`config.mk`:
```
export PLATFORM = sky130hd
export DESIGN_NAME = mem_arbiter2
export DESIGN_NICKNAME = d
export VERILOG_FILES = /design/src/rtl/mem_arb_pkg.sv /design/src/rtl/mem_arbiter2.sv
export SDC_FILE = /design/constraint.sdc
export NUM_CORES = 1
export LEC_CHECK = 0
export BUFFER_PORTS_ARGS = -buffer_cell sky130_fd_sc_hd__buf_4
export CAP_MARGIN = 5
export CORE_AREA = 2 2 101 103
export DETAILED_ROUTE_END_ITERATION = 16
export DIE_AREA = 0 0 103 105
export PLACE_DENSITY = 0.55
export SYNTH_ARGS = -nofsm -noshare
export SYNTH_HDL_FRONTEND = slang
export SYNTH_SLANG_ARGS = --single-unit
```
`constraint.sdc`:
```
create_clock -name clk -period 5.8 [get_ports clk]
set_clock_uncertainty 0.2 [all_clocks]
set_input_delay 0.29 -clock clk [delete_from_list [all_inputs] [get_ports clk]]
set_output_delay 0.29 -clock clk [all_outputs]
set_load 0.02 [all_outputs]
```
`src/rtl/mem_arb_pkg.sv`:
```
// rtl/mem_arb_pkg.sv - shared types and constants for the two-requester memory arbiter
package mem_arb_pkg;

    localparam int CNT_WIDTH = 8;

    typedef enum logic {
        IDLE   = 1'b0,
        LOCKED = 1'b1
    } arb_state_t;

    typedef enum logic [1:0] {
        OWN_NONE = 2'd0,
        OWN_A    = 2'd1,
        OWN_B    = 2'd2
    } owner_t;

endpackage

```
`src/rtl/mem_arbiter2.sv`:
```
// rtl/mem_arbiter2.sv - priority arbiter sharing one memory port between A and B with
// starvation guard, bounded B lock bursts and one-cycle read response routing
module mem_arbiter2
    import mem_arb_pkg::*;
#(
    parameter int ADDR_WIDTH   = 14,
    parameter int STARVE_LIMIT = 8,
    parameter int MAX_BURST    = 16
) (
    input  logic                  clk,
    input  logic                  rst,
    input  logic                  a_valid,
    input  logic                  a_write,
    input  logic [3:0]            a_wmask,
    input  logic [31:0]           a_wdata,
    input  logic [ADDR_WIDTH-1:0] a_addr,
    output logic                  a_ready,
    output logic                  a_rvalid,
    output logic [31:0]           a_rdata,
    input  logic                  b_valid,
    input  logic                  b_write,
    input  logic                  b_lock,
    input  logic [3:0]            b_wmask,
    input  logic [31:0]           b_wdata,
    input  logic [ADDR_WIDTH-1:0] b_addr,
    output logic                  b_ready,
    output logic                  b_rvalid,
    output logic [31:0]           b_rdata,
    output logic                  mem_valid,
    output logic                  mem_write,
    output logic [3:0]            mem_wmask,
    output logic [31:0]           mem_wdata,
    output logic [ADDR_WIDTH-1:0] mem_addr,
    input  logic [31:0]           mem_rdata
);

    localparam logic [CNT_WIDTH-1:0] STARVE_MAX = CNT_WIDTH'(STARVE_LIMIT);
    localparam logic [CNT_WIDTH:0]   BURST_MAX  = (CNT_WIDTH + 1)'(MAX_BURST);

    arb_state_t           state, state_nxt;
    owner_t               resp_owner, owner_nxt;
    logic [CNT_WIDTH-1:0] wait_cnt, wait_nxt;
    logic [CNT_WIDTH-1:0] burst_cnt, burst_nxt;
    logic [CNT_WIDTH:0]   burst_inc;
    logic                 grant_a, grant_b;

    assign burst_inc = {1'b0, burst_cnt} + (CNT_WIDTH + 1)'(1);

    always_ff @(posedge clk) begin
        if (rst) begin
            state      <= IDLE;
            resp_owner <= OWN_NONE;
            wait_cnt   <= '0;
            burst_cnt  <= '0;
        end else begin
            state      <= state_nxt;
            resp_owner <= owner_nxt;
            wait_cnt   <= wait_nxt;
            burst_cnt  <= burst_nxt;
        end
    end

    always_comb begin
        grant_a   = 1'b0;
        grant_b   = 1'b0;
        state_nxt = state;
        burst_nxt = burst_cnt;
        wait_nxt  = wait_cnt;
        owner_nxt = OWN_NONE;

        // A locked master that drops valid releases the port; nobody is granted that cycle
        if (!rst && !(state == LOCKED && !b_valid)) begin
            if (b_valid && (state == LOCKED || wait_cnt == STARVE_MAX || !a_valid))
                grant_b = 1'b1;
            else if (a_valid)
                grant_a = 1'b1;
        end

        if (state == IDLE) begin
            if (grant_b && b_lock && burst_inc < BURST_MAX) begin
                state_nxt = LOCKED;
                burst_nxt = burst_inc[CNT_WIDTH-1:0];
            end
        end else begin
            if (!b_valid || !b_lock || burst_inc >= BURST_MAX) begin
                state_nxt = IDLE;
                burst_nxt = '0;
            end else if (grant_b) begin
                burst_nxt = burst_inc[CNT_WIDTH-1:0];
            end
        end

        if (!b_valid || grant_b)
            wait_nxt = '0;
        else if (wait_cnt < STARVE_MAX)
            wait_nxt = wait_cnt + CNT_WIDTH'(1);

        if (grant_a && !a_write)
            owner_nxt = OWN_A;
        else if (grant_b && !b_write)
            owner_nxt = OWN_B;
    end

    always_comb begin
        mem_valid = 1'b0;
        mem_write = 1'b0;
        mem_wmask = '0;
        mem_wdata = '0;
        mem_addr  = '0;
        if (grant_b) begin
            mem_valid = 1'b1;
            mem_write = b_write;
            mem_wmask = b_wmask;
            mem_wdata = b_wdata;
            mem_addr  = b_addr;
        end else if (grant_a) begin
            mem_valid = 1'b1;
            mem_write = a_write;
            mem_wmask = a_wmask;
            mem_wdata = a_wdata;
            mem_addr  = a_addr;
        end
    end

    assign a_ready  = grant_a;
    assign b_ready  = grant_b;

    // Gating with rst drops a response whose beat was accepted just before reset
    assign a_rvalid = !rst && resp_owner == OWN_A;
    assign b_rvalid = !rst && resp_owner == OWN_B;
    assign a_rdata  = a_rvalid ? mem_rdata : 32'h0;
    assign b_rdata  = b_rvalid ? mem_rdata : 32'h0;

endmodule

```
== Word-level counts from Yosys, hierarchy flattened ==
Cells that the tools add are included.
Storage, ports and cells
  flip-flop bits (word level): 19
  input bits: 139
  output and inout bits: 120
  word-level logic and storage cells: 65
Cells by class
  add/sub/neg operators: 2
  $lt $le $gt $ge: 3
  equality and inequality tests: 4
  mux-type cells: 26
  reduce and logical (&&, ||, !) cells: 25
Operator list (count)
  $mux 32: 4
  $mux 8: 4
  $mux 14: 2
  $mux 1: 13
  $add 8x1->9 const B: 1
  $ge 9x5->1 const B: 1
  $logic_and 1x1->1: 9
  $lt 9x5->1 const B: 1
  $add 8x1->8 const B: 1
  $eq 8x4->1 const B: 1
  $lt 8x4->1 const B: 1
  $mux 4: 2
  $logic_not 1->1: 7
  $logic_or 1x1->1: 5
  $reduce_or 2->1: 2
  $ne 3x2->1 const B: 1
  $eq 2x1->1 const B: 1
  $eq 2x2->1 const B: 1
  $mux 2: 1
  $reduce_and 2->1: 1
  $reduce_bool 2->1: 1

== Depth between registers and ports, before layout ==
Gate-level depths: netlist of run 1.
  depth after elaboration: 10
  mapped depth: 9
  gate-level depth less buffers: 9

== Least setup slack after synthesis of run 1 ==
OpenSTA, ideal clock, no wires.
  path kind: register to output
  start: reg wait_cnt[6]
  end: out mem_wdata[26]
  arrival time: 1746 ps
  required time: 5310 ps
  setup slack: 3564 ps
  stages on the path, launching flop included: 6
  cell sequence: dfxtp_1 -> or4_4 -> o311a_1 -> buf_2 -> buf_6 -> a22o_1
Between the ends
  longest elaborated chain between the ends: 8
RTL lines
  start, declared: RTL line mem_arbiter2.sv:42  | logic [CNT_WIDTH-1:0] wait_cnt, wait_nxt;
  start signal, assigned: RTL line mem_arbiter2.sv:58  | wait_cnt <= wait_nxt;
  $eq 8x4->1: RTL line mem_arbiter2.sv:73  | if (b_valid && (state == LOCKED || wait_cnt == STARVE_MAX || !a_valid))
  $logic_or 1x1->1 (2 in a row): RTL line mem_arbiter2.sv:73
  $logic_and 1x1->1: RTL line mem_arbiter2.sv:73
  $mux 1: RTL line mem_arbiter2.sv:73
  $mux 1: RTL line mem_arbiter2.sv:72  | if (!rst && !(state == LOCKED && !b_valid)) begin
  named net a_ready: RTL line mem_arbiter2.sv:17  | output logic a_ready,
  $mux 32: RTL line mem_arbiter2.sv:116  | end else if (grant_a) begin
  $mux 32: RTL line mem_arbiter2.sv:110  | if (grant_b) begin
  end, declared: RTL line mem_arbiter2.sv:32  | output logic [31:0] mem_wdata,
The timed path passes the listed nets, and every way through them passes these cells.

== Worst setup path after layout of run 1 ==
  start: reg wait_cnt[6]
  end: out mem_wdata[4]
Between the ends
  longest elaborated chain between the ends: 8
RTL lines (RTL line)
  $eq 8x4->1 (*): mem_arbiter2.sv:73
  $logic_or 1x1->1 (*) (2 in a row): mem_arbiter2.sv:73
  $logic_and 1x1->1 (*): mem_arbiter2.sv:73
  $mux 1: mem_arbiter2.sv:73
  $mux 1: mem_arbiter2.sv:72
  $mux 32: mem_arbiter2.sv:116
  $mux 32 (*): mem_arbiter2.sv:110
Every way passes the cells marked *; elsewhere a longest branch is shown, timed or not.

==> results.ini, run 1 <==
[run_status]
run_status = finished, final reports clean

[synthesis]
synthArstFlopShare = 0
yosys.area_share.xor_xnor = 0.02794
ys_ff_latch = 19
synth-adder-area-share = 0.02661
yosysWarnings = 0
seq_area_frac_synth = 0.2023
yosys.area_share.simple = 0.3580
synthCells = 232
yosys.cell_types.count = 39
synth-edff-count = 0
synth_area_per_cell_um2 = 8.106
ys.flop_type = dfxtp_1
synth_compound_area_frac = 0.3021
syn_nets = 375
synth_mux_area_frac = 0.005323
syn_area_um2 = 1881
synth_top_family_by_area = simple AND/OR/NAND/NOR gates

[finish]
antenna_cells = 0
fin_area_um2 = 3949
drive_above_1_share = 0.5750
postLayoutCoreUtil = 0.4097
syn_to_final_growth_pct = 110.0
nets = 624
final_common_cell = buf_4
layout_common_cells = buf_4 (260), and2_1 (72), a22o_1 (51)

[power_and_ir_drop]
leakage_nw = 2.099
p_total_mw = 0.4458
p_per_area_nw_per_um2 = 112.9
ir_worst_vdd_mv = 0.1049

[sta]
slew_headroom = 0.3291
slew_violations = 0
finalHoldViolations = 0
rsz0062_at_grt = no
timing.final.crit_share = 0.5437
worst_pin_slew_ns = 1.006
fin_setup_tns_ns = 0
fmax_mhz = 317.1
min_period_ns = 3.154
finalSetupViolCount = 0
setup_ws_ns = 2.646

[placement]
port_buffers = 258
hpwl_mm = 8.266
dpl-instance-area_um2 = 3882
place_ws_ns = 2.937
place.gp.congestion = 0.9887

[route]
ant_nets = 0
vias = 2657
first_pass_iters = 4
wl_met2_mm = 5.099
drt_iter0_drc = 71
post_drt_wl_per_cell_um = 16.39
m1WireLength_mm = 4.026
dr_wl_met3_um = 724
wl_mm = 10.05
via_per_inst = 4.334
drc = 0
highest_layer = met4

[setup_path]
worstSetupPathType = reg2out
path_max_fanout = 58
crit_path_start = wait_cnt[6]
startpoint_type = flop
crit_required_ns = 5.31
endpoint_kind = primary output
r2r_start = wait_cnt[6]
crit_arrival_ns = 2.66

[global_routing]
grt_max_degree = 59
grt_usage = 0.1690
grt_first_pass_wirelength_mm = 14.33
antenna_found_initial = 0
grt-ovfl-total = 0
grt_pass1_vias = 2562

[die]
io_pins = 259
die_w_um = 103
dieArea_um2 = 10820
design.core.area_um2 = 9639
start_util = 0.1951
die_h_um = 105
num_rows = 36

[clocking]
cts_hold_buffers = 2
clock-root-buffer = clkbuf_8
cts.clk_slew.worst_paths_ns = 0.08
clock_latency_ns = 0.27
cts_setup_buffers = 0
clock_sinks = 19
cts_made_buffers = 3
htree_levels = 1
clockBufferDepth = 2
cts_tree = done
ctsResizeCount = 0

[worst_hold_path]
hp-start = rst
worstHoldPathType = in2reg

[run]
cap_viol_max_count = 0

[through the flow]
stage | hold WS [ns] | std cells
finish | 0.1673 | 613
global route | 0.1541 | 613
CTS | 0.1583 | 613
detailed placement | 0.2471 | 607
global placement | 0.2459 | 607
floorplan | 0.1616 | 232
[power by group]
group | total, mW | leakage, nW | internal, mW | switching, mW
logic | 0.217 | 1.92 | 0.118 | 0.0984
registers | 0.134 | 0.154 | 0.132 | 0.00208
clock network | 0.0948 | 0.0255 | 0.0479 | 0.0469
total | 0.446 | 2.10 | 0.298 | 0.147
[worst max-delay path, cell delays in order (launching register included)]
cell     delay (ns)
dfxtp_1        0.31
or4_4          0.56
o21ai_2        0.20
o21ai_2        0.09
inv_2          0.72
a22o_1         0.34
buf_4          0.17
[synth_stat cells, types with 3 or more instances]
| cell type | instances | area, um2 |
|---|---|---|
| a21oi_1 | 4 | 20.02 |
| buf_6 | 6 | 67.56 |
| and2_1 | 72 | 450.4 |
| nor2_1 | 10 | 37.54 |
| buf_4 | 3 | 22.52 |
| inv_1 | 4 | 15.01 |
| xor2_1 | 3 | 26.28 |
| nand4_1 | 3 | 18.77 |
| clkbuf_1 | 6 | 22.52 |
| a22o_1 | 51 | 446.7 |
| buf_2 | 3 | 15.01 |
| ha_1 | 4 | 50.05 |
| nand2_1 | 6 | 22.52 |
| nor2b_1 | 3 | 18.77 |
| dfxtp_1 | 19 | 380.4 |
| nand3_1 | 4 | 20.02 |
| xnor2_1 | 3 | 26.28 |
[layout make-up]
class / count / area, um2
inverters: 5 / 18.77
multi-input cells: 190 / 1365
flip-flops and latches: 19 / 380.4
well taps: 133 / 166.4
repair buffers: 262 / 1972
clock buffers: 3 / 41.29
clock inverters: 1 / 5.005
fillers: 1024 / 5690
[worst paths after layout]
| kind | to | slack, ns | depth (start not counted) |
|---|---|---|---|
| min reg2reg | wait_cnt[5] | 0.26 | 1 |
| max | mem_wdata[4] | 2.65 | 6 |
| max reg2reg | burst_cnt[3] | 3.02 | 7 |
| min | burst_cnt[3] | 0.17 | 2 |
[cells by family after synthesis]
logic type | count (synthesis)
flops | 19
fa+ha+maj | 4
xor+xnor | 6
compound gates | 67
mux | 1
simple gates | 112
buf+inv | 23
[layer usage]
layer / global-route usage / up-vias
li1: - / 1326
met2: 0.3066 / 98
met1: 0.1993 / 1217
met3: 0.03344 / 16
met5: 0 / -
met4: 0.04135 / 0
[flip-flops by register name (all words and copies together), names as in the netlist]
register / flops
burst_cnt: 8
state: 1
wait_cnt: 8
resp_owner: 2
Note: power is estimated with default switching activity, not from simulation.
==> run 2: changes to the inputs <==
Settings changed: ABC_AREA set to 1, PLACE_DENSITY 0.55 to 0.57.
Clock period 5.8 ns to 2.7 ns, I/O delays scaled along.
==> results.ini, run 2 <==
[run_status]
run_status = finished, final reports clean

[clocking]
cts_tree = done
cts.clk_slew.worst_paths_ns = 0.07  ; about the same
clock_latency_ns = 0.26  ; about the same
clock_sinks = 19  ; unchanged
htree_levels = 1  ; unchanged
clock-root-buffer = clkbuf_8
cts_made_buffers = 3  ; unchanged
cts_setup_buffers = 0  ; unchanged
clockBufferDepth = 2  ; unchanged

[synthesis]
synth_area_leader_cell = a22o_1
synth_area_per_cell_um2 = 6.081  ; -25%
synthTopCellsByCount = nor2_1 (85), inv_1 (59), a22o_1 (51)
seq_area_frac_synth = 0.2031  ; +0.0008107
syn_nets = 451  ; +20%
synth-edff-count = 0  ; unchanged
synthCells = 308  ; +33%
ys.flop_type = dfxtp_1
ys_top_cells_by_area = a22o_1 (24%), dfxtp_1 (20%), nor2_1 (17%), inv_1 (12%), nand2_1 (6.8%)
yosys.cell_types.count = 26  ; -33%
ys_ff_latch = 19  ; unchanged
synth_top_area_frac = 0.2385  ; -0.001044
synthArstFlopShare = 0  ; unchanged
yosysMostFrequentCell = nor2_1
syn_area_um2 = 1873  ; -0.40%
yosysWarnings = 0  ; unchanged

[route]
first_pass_iters = 4  ; unchanged
ant_nets = 0  ; unchanged
vias = 2977  ; +12%
wl_mm = 10.08  ; +0.34%
drc = 0  ; unchanged
via_per_inst = 4.302  ; -0.75%
post_drt_wl_per_cell_um = 14.57  ; -11%
drt_iter0_drc = 127  ; +79%

[setup_path]
crit_arrival_ns = 2.10  ; -0.56 ns
crit_path_cell_trace = inv_1 -> ha_1 -> nand3_1 -> o21ai_1 -> nand2_1 -> inv_4 -> buf_12 -> a22o_1 -> buf_4
worstSetupPathType = reg2out
crit_required_ns = 2.37  ; -2.94 ns
endpoint_kind = primary output
r2r_end = burst_cnt[7]
r2r_slack_ns = 0.79  ; -2.23 ns
rr_worst_depth = 12  ; +5
slowest_delay_ns = 0.34  ; -0.38 ns
startpoint_type = flop
path_max_fanout = 34  ; -41%
r2r_start = burst_cnt[0]
slowest_stage = dfxtp_1

[finish]
nets = 703  ; +13%
drive_above_1_share = 0.4973  ; -0.07768
postLayoutCoreUtil = 0.4176  ; +0.007918
syn_to_final_growth_pct = 114.9
reg_top3 = burst_cnt (8), wait_cnt (8), resp_owner (2)
fillers = 1009  ; -1.5%
layout_common_cells = buf_4 (259), nor2_1 (85), inv_1 (59)
final_common_cell = buf_4
fin_area_um2 = 4025  ; +1.9%
antenna_cells = 0  ; unchanged

[global_routing]
grt_pass1_vias = 2765  ; +7.9%
grt_usage = 0.1677  ; -0.001289
grt_first_pass_wirelength_mm = 14.23  ; -0.68%
grt-ovfl-total = 0  ; unchanged
antenna_found_initial = 0  ; unchanged
grt_max_degree = 52  ; -12%

[power_and_ir_drop]
ir_worst_vdd_mv = 0.1412  ; +35%
swShare = 0.3407  ; +0.01010
p_sw_mw = 0.3337  ; +130%
intPower_mw = 0.6456  ; +120%
p_per_area_nw_per_um2 = 243.3  ; +120%
sequentialPowerShare = 0.297  ; -0.004
p_comb_frac = 0.497  ; +0.011
p_total_mw = 0.9792  ; +120%
leakage_nw = 2.333  ; +11%
pwr-share-clk = 0.207  ; -0.006

[die]
die_w_um = 103  ; unchanged
num_rows = 36  ; unchanged
die_h_um = 105  ; unchanged
dieArea_um2 = 10820  ; unchanged
io_pins = 259  ; unchanged
design.core.area_um2 = 9639  ; unchanged
start_util = 0.1943  ; -0.0007789

[sta]
rsz0062_at_grt = no
worst_pin_slew_ns = 0.9352  ; -0.07112 ns
slew_headroom = 0.3758  ; +0.04673
finalSetupViolCount = 0  ; unchanged
setup_ws_ns = 0.2686  ; -2.378 ns
timing.final.crit_share = 0.9005
fmax_mhz = 411.3
min_period_ns = 2.431
slew_violations = 0  ; unchanged
finalHoldViolations = 0  ; unchanged
fin_setup_tns_ns = 0  ; unchanged

[placement]
place_ws_ns = 0.4755  ; -2.462 ns
place.gp.congestion = 0.8755  ; -11%
port_buffers = 258  ; unchanged
hpwl_mm = 8.557  ; +3.5%
dpl-instance-area_um2 = 3946  ; +1.6%

[run]
cap_viol_max_count = 0  ; unchanged

[worst_hold_path]
worstHoldPathType = in2reg
hold_depth = 4  ; +2
hp-start = b_valid
min_to = resp_owner[0]

==> run 2: cell types whose count changed in the layout (fill, tap and decap cells not counted), sizes merged, moves of 3 or more <==
cell   change
nand2     +32
inv       +57
nand3      +6
and2      -72
a21oi      +3
nor3       +4
nor2b      -3
nor2      +77
==> run 2: kinds of logic (layout without fill, tap and decap cells) <==
group / Yosys count / in the layout / synth area share
compound gates: 63 / 63 / 0.2772
xor+xnor: 2 / 2 / 0.009354
fa+ha+maj: 4 / 4 / 0.02672
buf+inv: 79 / 330 / 0.1657
flops: 19 / 19 / 0.2031
simple gates: 141 / 141 / 0.3180
==> run 2: per-stage QoR <==
stage,instances,hold WS (ns)
after floorplan,308,0.007383
after global placement,685,0.1367
after detailed placement,685,0.1208
after CTS,692,0.03104
after global routing,692,0.07033
final,692,0.04149
==> run 2: cell type report <==
type | instances | area, um2 | area share
Clock buffer | 3 | 41.29 | 0.01026
Clock inverter | 1 | 5.005 | 0.001243
Inverter | 62 | 235.2 | 0.05844
Multi-Input combinational cell | 210 | 1182 | 0.2938
Sequential cell | 19 | 380.4 | 0.09450
Tap cell | 133 | 166.4 | 0.04134
Timing Repair Buffer | 264 | 2014 | 0.5005
==> run 2: worst max-delay path by stage <==
stage	start	endpoint	slack [ns]	cells past startpoint
2_1_floorplan	rst	b_rdata[10]	0.77	5
3_3_place_gp	wait_cnt[0]	mem_wdata[24]	0.51	9
3_5_place_dp	wait_cnt[0]	mem_wdata[23]	0.48	9
4_1_cts	wait_cnt[0]	mem_wdata[23]	0.17	9
5_1_grt	wait_cnt[0]	mem_wdata[15]	0.07	9
6_report	wait_cnt[0]	mem_wdata[21]	0.27	9
==> run 2: power by group through the flow <==
stage | Clock [mW] | Combinational (mW) | Sequential, mW
after floorplan | 0 | 0.200 | 0.296
after global placement | 0 | 0.480 | 0.296
after detailed placement | 0 | 0.482 | 0.297
after CTS | 0.207 | 0.489 | 0.290
after global routing | 0.222 | 0.521 | 0.292
final | 0.203 | 0.486 | 0.290
==> run 2: metal layers <==
| metal | wire length (um) | share of wire | vias to the layer above | track usage |
|---|---|---|---|---|
| met1 | 3921 | 0.39 | 1318 | 0.1945 |
| met2 | 4824 | 0.48 | 166 | 0.2978 |
| met5 | 0 | 0 | - | 0 |
| li1 | - | - | 1483 | - |
| met3 | 1165 | 0.12 | 10 | 0.05351 |
| met4 | 171 | 0.017 | 0 | 0.03289 |
==> run 2: worst max-delay path, delay by kind of cell, from the launching register on <==
family,cells,cell delay [ns]
AOI/OAI and AO/OA,2,0.38
and+or+nand+nor,2,0.24
buffers and inverters,4,0.71
DFF,1,0.34
adders and majority gates,1,0.14
==> run 2: repair_timing <==
action	in CTS	in global routing
endpoints found under the hold margin	7	0
gates resized for setup	0	2
hold buffers	3	0
setup endpoints to repair	0	7
